--- config.mk ---
export PLATFORM = sky130hd
export DESIGN_NAME = gpu_pixel_line_writer_flat
export DESIGN_NICKNAME = d
export VERILOG_FILES = /design/src/rtl/gpu_pixel_line_writer_if.sv /design/src/rtl/gpu_pixel_line_writer.sv /design/src/flat_wrapper.sv
export SDC_FILE = /design/constraint.sdc
export NUM_CORES = 1
export LEC_CHECK = 0
export ABC_AREA = 1
export CORE_ASPECT_RATIO = 1.25
export CORE_MARGIN = 3
export CORE_UTILIZATION = 31
export DETAILED_ROUTE_END_ITERATION = 6
export PLACE_DENSITY = 0.57
export SLEW_MARGIN = 20
export SYNTH_ARGS = -nofsm -noshare
export SYNTH_HDL_FRONTEND = slang
export SYNTH_SLANG_ARGS = --single-unit
--- constraint.sdc ---
create_clock -name clk -period 4.2 [get_ports clk]
set_clock_uncertainty 0.2 [all_clocks]
set_input_delay 1.26 -clock clk [delete_from_list [all_inputs] [get_ports clk]]
set_output_delay 1.26 -clock clk [all_outputs]
set_load 0.02 [all_outputs]
--- src/rtl/gpu_pixel_line_writer_if.sv ---
// Pixel-in / VRAM-line-out bus for the pixel line writer.
// The slave modport is the writer itself. The master modport is the side that
// drives pixels and acks lines (pipeline plus arbiter, or a bench).
interface gpu_pixel_line_writer_if;
    logic         i_validPixel;
    logic [9:0]   i_scrX;
    logic [8:0]   i_scrY;
    logic [15:0]  i_pixel;
    logic         i_transparent;
    logic         i_forceMask;
    logic         i_flush;
    logic         o_pause;
    logic         o_memWriteReq;
    logic [15:0]  o_memAdr;
    logic [127:0] o_memData;
    logic [7:0]   o_memMask;
    logic         i_memWriteAck;
    logic         o_idle;

    modport slave (
        input  i_validPixel, i_scrX, i_scrY, i_pixel, i_transparent, i_forceMask,
               i_flush, i_memWriteAck,
        output o_pause, o_memWriteReq, o_memAdr, o_memData, o_memMask, o_idle
    );

    modport master (
        output i_validPixel, i_scrX, i_scrY, i_pixel, i_transparent, i_forceMask,
               i_flush, i_memWriteAck,
        input  o_pause, o_memWriteReq, o_memAdr, o_memData, o_memMask, o_idle
    );
endinterface

--- src/rtl/gpu_pixel_line_writer.sv ---
// Pixel write-back stage: merges pixels of one 8-pixel VRAM line in a staging
// buffer and hands finished lines to the VRAM arbiter through one output buffer.
module gpu_pixel_line_writer (
    input  logic                     clk,
    input  logic                     i_nrst,
    gpu_pixel_line_writer_if.slave   bus
);
    // Staging buffer (empty when mask is zero)
    logic [15:0]      sAdr;
    logic [7:0][15:0] sData;
    logic [7:0]       sMask;

    // Output buffer (pending while memWriteReq is set)
    logic             memWriteReq;
    logic [15:0]      memAdr;
    logic [7:0][15:0] memData;
    logic [7:0]       memMask;

    logic [15:0] tag;
    logic [2:0]  slot;
    logic [15:0] wrPix;
    logic        sEmpty, pixOpaque, lineChange, flushReq, pause, evict, acceptPix;

    // Decode the incoming pixel and work out eviction / back-pressure.
    // Pause looks only at the registered pending bit, so an acked O buffer
    // cannot be refilled in the same cycle.
    always_comb begin
        tag        = {bus.i_scrY, bus.i_scrX[9:3]};
        slot       = bus.i_scrX[2:0];
        wrPix      = {bus.i_pixel[15] | bus.i_forceMask, bus.i_pixel[14:0]};
        sEmpty     = (sMask == 8'h00);
        pixOpaque  = bus.i_validPixel & ~bus.i_transparent;
        lineChange = pixOpaque & ~sEmpty & (tag != sAdr);
        flushReq   = bus.i_flush & ~bus.i_validPixel & ~sEmpty;
        pause      = memWriteReq & (lineChange | flushReq);
        evict      = ~memWriteReq & (lineChange | flushReq);
        acceptPix  = pixOpaque & ~pause;
    end

    // Staging merge, eviction into the output buffer and ack handling.
    always_ff @(posedge clk) begin
        if (!i_nrst) begin
            sAdr        <= '0;
            sData       <= '0;
            sMask       <= '0;
            memWriteReq <= 1'b0;
            memAdr      <= '0;
            memData     <= '0;
            memMask     <= '0;
        end else begin
            if (memWriteReq && bus.i_memWriteAck)
                memWriteReq <= 1'b0;
            if (evict) begin
                memWriteReq <= 1'b1;
                memAdr      <= sAdr;
                memData     <= sData;
                memMask     <= sMask;
            end
            if (acceptPix) begin
                // A line change restarts the mask with just this pixel.
                sAdr        <= tag;
                sMask       <= (lineChange ? 8'h00 : sMask) | (8'h01 << slot);
                sData[slot] <= wrPix;
            end else if (evict) begin
                sMask <= 8'h00;
            end
        end
    end

    assign bus.o_pause       = pause;
    assign bus.o_memWriteReq = memWriteReq;
    assign bus.o_memAdr      = memAdr;
    assign bus.o_memData     = memData;
    assign bus.o_memMask     = memMask;
    assign bus.o_idle        = sEmpty & ~memWriteReq;
endmodule

--- src/flat_wrapper.sv ---
// flat-port wrapper written by rule: the top's interface ports become plain ports
module gpu_pixel_line_writer_flat 
  (clk, i_nrst, bus_i_validPixel, bus_i_scrX, bus_i_scrY, bus_i_pixel, bus_i_transparent, bus_i_forceMask, bus_i_flush, bus_i_memWriteAck, bus_o_pause, bus_o_memWriteReq, bus_o_memAdr, bus_o_memData, bus_o_memMask, bus_o_idle);
  gpu_pixel_line_writer_if bus_i ();
  input  logic clk;
  input  logic i_nrst;
  input wire logic [$bits(bus_i.i_validPixel)-1:0] bus_i_validPixel;
  input wire logic [$bits(bus_i.i_scrX)-1:0] bus_i_scrX;
  input wire logic [$bits(bus_i.i_scrY)-1:0] bus_i_scrY;
  input wire logic [$bits(bus_i.i_pixel)-1:0] bus_i_pixel;
  input wire logic [$bits(bus_i.i_transparent)-1:0] bus_i_transparent;
  input wire logic [$bits(bus_i.i_forceMask)-1:0] bus_i_forceMask;
  input wire logic [$bits(bus_i.i_flush)-1:0] bus_i_flush;
  input wire logic [$bits(bus_i.i_memWriteAck)-1:0] bus_i_memWriteAck;
  output wire logic [$bits(bus_i.o_pause)-1:0] bus_o_pause;
  output wire logic [$bits(bus_i.o_memWriteReq)-1:0] bus_o_memWriteReq;
  output wire logic [$bits(bus_i.o_memAdr)-1:0] bus_o_memAdr;
  output wire logic [$bits(bus_i.o_memData)-1:0] bus_o_memData;
  output wire logic [$bits(bus_i.o_memMask)-1:0] bus_o_memMask;
  output wire logic [$bits(bus_i.o_idle)-1:0] bus_o_idle;
  assign bus_i.i_validPixel = bus_i_validPixel;
  assign bus_i.i_scrX = bus_i_scrX;
  assign bus_i.i_scrY = bus_i_scrY;
  assign bus_i.i_pixel = bus_i_pixel;
  assign bus_i.i_transparent = bus_i_transparent;
  assign bus_i.i_forceMask = bus_i_forceMask;
  assign bus_i.i_flush = bus_i_flush;
  assign bus_i.i_memWriteAck = bus_i_memWriteAck;
  assign bus_o_pause = bus_i.o_pause;
  assign bus_o_memWriteReq = bus_i.o_memWriteReq;
  assign bus_o_memAdr = bus_i.o_memAdr;
  assign bus_o_memData = bus_i.o_memData;
  assign bus_o_memMask = bus_i.o_memMask;
  assign bus_o_idle = bus_i.o_idle;
  gpu_pixel_line_writer u_core (.clk(clk), .i_nrst(i_nrst), .bus(bus_i));
endmodule
==> results of run 1 <==
[what timing repair did]
action	CTS	global route
pin swaps	4	2
hold endpoints to repair	0	0
buffers inserted	0	0
resized for setup	7	16
setup endpoints to repair	1	1
[kinds of logic after synthesis]
kind of cell	Yosys count	synth area share, %
simple gates	980	32.2
buf+inv	437	14.3
flops	305	46.7
compound gates	176	6.74
[cells in the final DEF, fill, tap and decap left out, types with 9 or more instances in the layout]
master and count:
nand4_1 128, inv_1 314, o21ai_0 168, clkbuf_16 37, dfxtp_1 305, nand2_1 319
buf_4 28, dlymetal6s2s_1 15, nor2_1 491, clkdlybuf4s50_1 178, nand3_1 18, clkbuf_8 9
[flip-flops by register name (all words and copies together), names as in the netlist]
name and cells:
u_core.bus.o_memAdr 16, u_core.bus.o_memData 128, u_core.bus.o_memMask 8, u_core.bus.o_memWriteReq 1, u_core.sAdr 16, u_core.sData 128, u_core.sMask 8
[report_power, final]
group / internal (mW) / switching (mW) / total, mW
clock network: 2.09 / 1.25 / 3.34
registers: 3.07 / 0.104 / 3.18
logic: 0.466 / 0.705 / 1.17
[critical path, stage by stage]
cell and delay, ps:
dlygate4sd2_1 250, nand2_1 80, inv_1 70, nor2_1 40, nor2_1 80, nand2_1 100
nor2_2 110, nand2_2 120, nand2_4 90, nand2_4 50, nand2_4 50, inv_1 30
buf_2 150
[area by class of cell]
class                   count  area [um2]
fillers                  4355       24600
flip-flops and latches    305        6110
multi-input cells        1156        5110
repair buffers            229        2300
inverters                 318        1200
clock buffers              49        1060
well taps                 552         691
clock inverters            17         231
diodes                      1        2.50
[routing by layer]
metal  vias to the layer above  GRT usage (%)  part of all wire (%)
li1                       6090              -                     -
met1                      5274           20.0                    42
met2                       284           29.8                    50
met3                        69           3.13                   5.0
met4                         0           6.30                   3.4
met5                         -              0                     0
[worst paths after layout]
check | slack (ps) | cells after the start | start | to
min reg2reg | 280 | 2 | u_core.bus.o_memData[2] | u_core.bus.o_memData[2]
min | 280 | 2 | u_core.bus.o_memData[2] | u_core.bus.o_memData[2]
max reg2reg | 1110 | 14 | u_core.sMask[3] | u_core.sAdr[15]
max | 250 | 13 | bus_i_scrY[1] | bus_o_pause
==> metrics.yaml, run 1 <==
status: "finished, final reports clean"
seq_area_frac_synth_pct: 46.7
worst_slack_ps: 247
remaining_drc_errors: 0
yosysWarnings: 0
cap_violations: 0
cts_buffer_depth: 3
final_core_util_pct: 40.4
synth_ff_type: "dfxtp_1"
finalHoldViolCount: 0
crit_type: "in2out"
cts_buffers: 36
first_iter_violations: 610
clk_pin_slew_ps: 60
die_x_um: 190
htreeDepth: 2
clk_latency_ps: 520
synth_edf_count: 0
drt-wirelength-per-cell_um: 14.6
cp_max_fo: 3
row_count: 83
synth_top_cell_by_area: "dfxtp_1"
antenna_found_initial: 2
fin_crit_ps: 3950
die_h_um: 235
syn_to_final_growth_pct: 27.9
powerDensity_mw_per_mm2: 461
syn_avg_cell_area_um2: 6.88
grtUsageTotal_pct: 16.8
place_congestion: 0.813
worstPathRequired_ps: 2740
grt_pass1_wl_um: 60300
fin_crit_sh_pct: 94.1
ir_drop_uv: 281
final_cells: 2627
design.core.area_mm2: 0.0413
slew-limit-headroom_pct: 41.0
vias: 11717
maxSlewViolCount: 0
layout-drive-gt1-share_pct: 5.98
cts_root_buf: "clkbuf_16"
worst_slew_pin_slew_ps: 885
dpl_cell_area_mm2: 0.0154
dp_cells: 2560
grt_max_degree: 100
end_kind: "output port"
yosysMostFrequentCell: "nor2_1"
portBuffers: 196
ant_nets: 0
synth.top_cell.area_share_pct: 46.7
synth_area_mm2: 0.0131
cts_tree: "yes"
start_util_pct: 31.6
synth_async_sr_flop_share_pct: 0
final_nets: 2088
ys_types: 21
dr.pass1.iters: 7
syn_nets: 1940
arrival_ps: 2490
wl_um: 38500
fmax_mhz: 253
dpl.hpwl_um: 24700
finalSetupTns_ps: 0
cts_sinks: 305
rsz0062_at_grt: "false"
dp_slack_ps: -486
fin_hold_ws_ps: 279
ys_seq_elements: 305
grt_pass1_vias: 11227
dieArea_mm2: 0.0446
via_per_inst: 4.46
synthCells: 1898
yosys-top-cells-area: "dfxtp_1 (47%), nor2_1 (14%), nand2_1 (9.2%)"
ios: 197
grt-ovfl-total: 0
yosys-top-cells-count: "nor2_1 (494), nand2_1 (320), inv_1 (314)"
hold_buffers: 0
p_leak_nw: 7.24
hp-class: "reg2reg"
fin_total_pwr_mw: 7.69
setup_violations: 0
start_kind: "input port"
final_cell_area_mm2: 0.0167
(Power assumes the default switching activity.)
==> inputs of run 2 (changes only) <==
Settings changed: PLACE_DENSITY 0.57 to 0.59.
Clock period 4.2 ns to 3.2 ns, I/O delays scaled along.
==> metrics.yaml, run 2 (synthesized netlist as in run 1, its figures left out) <==
arrival_ps: 1960  # -530 ps
status: "finished, final reports clean"
worst_slack_ps: 84.3  # -163 ps
slew-limit-headroom_pct: 41.6  # +0.58 points
clk_pin_slew_ps: 60  # about the same
start_kind: "input port"
powerDensity_mw_per_mm2: 564  # +22%
crit_type: "in2out"
die_x_um: 190  # unchanged
seq_area_mm2: 0.00611  # about the same
layout-drive-gt1-share_pct: 8.73  # +2.7 points
worst_slew_pin_slew_ps: 876  # -8.77 ps
n_antenna_cell: 0  # -1
dr.pass1.iters: 5  # -2
fin_hold_ws_ps: 278  # -1.15 ps
worstPathRequired_ps: 2040  # -700 ps
fin_crit_ps: 3120
fmax_mhz: 321
ios: 197  # unchanged
ff2ff_setup_slack_ps: 460  # -650 ps
remaining_drc_errors: 0  # unchanged
hp-class: "reg2reg"
ir_drop_uv: 407  # +45%
cts_sinks: 305  # unchanged
nFillCells: 4413  # +1.3%
start_util_pct: 31.6  # unchanged
hold_buffers: 0  # unchanged
multi_input_area_mm2: 0.00515  # +0.83%
grt_pass1_vias: 11057  # -1.5%
place_congestion: 0.765  # -6.0%
antenna_found_initial: 2  # unchanged
grtUsageTotal_pct: 16.5  # -0.24 points
row_count: 83  # unchanged
setup_violations: 0  # unchanged
maxSlewViolCount: 0  # unchanged
end_kind: "output port"
clk_latency_ps: 570  # +50 ps
wl_um: 38000  # -1.1%
grt-ovfl-total: 0  # unchanged
dieArea_mm2: 0.0446  # unchanged
rsz0062_at_grt: "true"
r2r_start: "u_core.sMask[3]"
layout_common_cells: "nor2_1 (483), nand2_1 (314), inv_1 (310)"
holdPathStages: 2  # unchanged
final_common_cell: "nor2_1"
die_h_um: 235  # unchanged
portBuffers: 196  # unchanged
reg2reg_to: "u_core.sData[46]"
p_leak_nw: 7.22  # -0.30%
design.core.area_mm2: 0.0413  # unchanged
cts_tree: "yes"
htreeDepth: 1  # -1
via_per_inst: 4.48  # +0.50%
rr_worst_depth: 14  # unchanged
final_core_util_pct: 40.6  # +0.23 points
finalHoldViolCount: 0  # unchanged
cp_max_fo: 3  # unchanged
final_nets: 2118  # +1.4%
cts_buffers: 31  # -14%
hold_end: "u_core.bus.o_memAdr[12]"
dpl.hpwl_um: 24600  # -0.34%
cts_buffer_depth: 3  # unchanged
min_from: "u_core.bus.o_memAdr[12]"
syn_to_final_growth_pct: 28.6
cts_setup_buffers: 0  # unchanged
cts_root_buf: "clkbuf_16"
dp_slack_ps: -854  # -369 ps
fin_crit_sh_pct: 97.4
cap_violations: 0  # unchanged
grt_max_degree: 145  # +45%
grt_pass1_wl_um: 59800  # -0.84%
ant_nets: 0  # unchanged
vias: 11874  # +1.3%
first_iter_violations: 629  # +3.1%
drt-wirelength-per-cell_um: 14.4  # -1.9%
-- run 2: cell types whose count changed in the layout (fill, tap and decap cells not counted), moves of 5 or more --
cell,delta
clkbuf_16,-6
buf_4,+29
nor2_2,+6
nor2_1,-8
clkbuf_2,+5
nand2_1,-5
nand2_2,+5
buf_6,+8
buf_12,+7
dlymetal6s2s_1,-13
-- run 2: per-layer routing --
layer | vias to the layer above | share of wire, % | track usage, %
li1 | 6146 | - | -
met1 | 5388 | 43 | 21.3
met2 | 273 | 48 | 28.1
met3 | 63 | 5.0 | 2.52
met4 | 4 | 3.2 | 5.74
met5 | - | 0.060 | 0
-- run 2: critical path, cell delays in order --
cell	delay, ps
buf_8	100
nor2_4	100
nor2_2	30
nor2_1	90
nand2_1	80
nor2_2	140
nand2_2	100
nand2_4	70
nand2_4	50
nand2_4	70
inv_4	30
buf_6	120
-- run 2: how the worst max path moves through the flow --
stage	from	end	slack [ps]	cells after the start
5_1_grt	bus_i_scrY[1]	bus_o_pause	-20	12
4_1_cts	bus_i_scrY[0]	bus_o_pause	-150	12
3_5_place_dp	bus_i_scrY[6]	bus_o_pause	-850	13
2_1_floorplan	bus_i_scrY[4]	bus_o_pause	-50	14
3_3_place_gp	bus_i_scrY[6]	bus_o_pause	-870	13
6_report	bus_i_scrY[1]	bus_o_pause	80	12
-- run 2: final cells by class --
class	instances	area share [%]
clock buffer	37	4.99
clock inverter	17	1.16
inverter	318	7.14
multi-input combinational	1156	30.7
sequential	305	36.4
tap	552	4.11
timing repair buffer	264	15.6
-- run 2: what timing repair did --
item                       in CTS  in global routing
resized for setup              25                 74
setup endpoints to repair      38                  1
pin swaps                       5                 22
-- run 2: through the flow --
stage | power [mW] | area [um2] | setup TNS, ps | instances
CTS | 9.61 | 16700 | -148 | 2649
floorplan | 5.13 | 13100 | -45.2 | 1898
detailed placement | 5.86 | 15700 | -104400 | 2595
global placement | 5.84 | 15700 | -101780 | 2595
finish | 9.47 | 16800 | 0 | 2649
global route | 9.94 | 16800 | -17.1 | 2649
-- run 2: power breakdown --
group	total [mW]	switching, mW	internal [mW]	leakage (nW)
Sequential	4.17	0.131	4.03	2.48
Clock	3.71	1.53	2.17	0.517
Combinational	1.60	0.941	0.655	4.22
Total	9.47	2.61	6.86	7.22
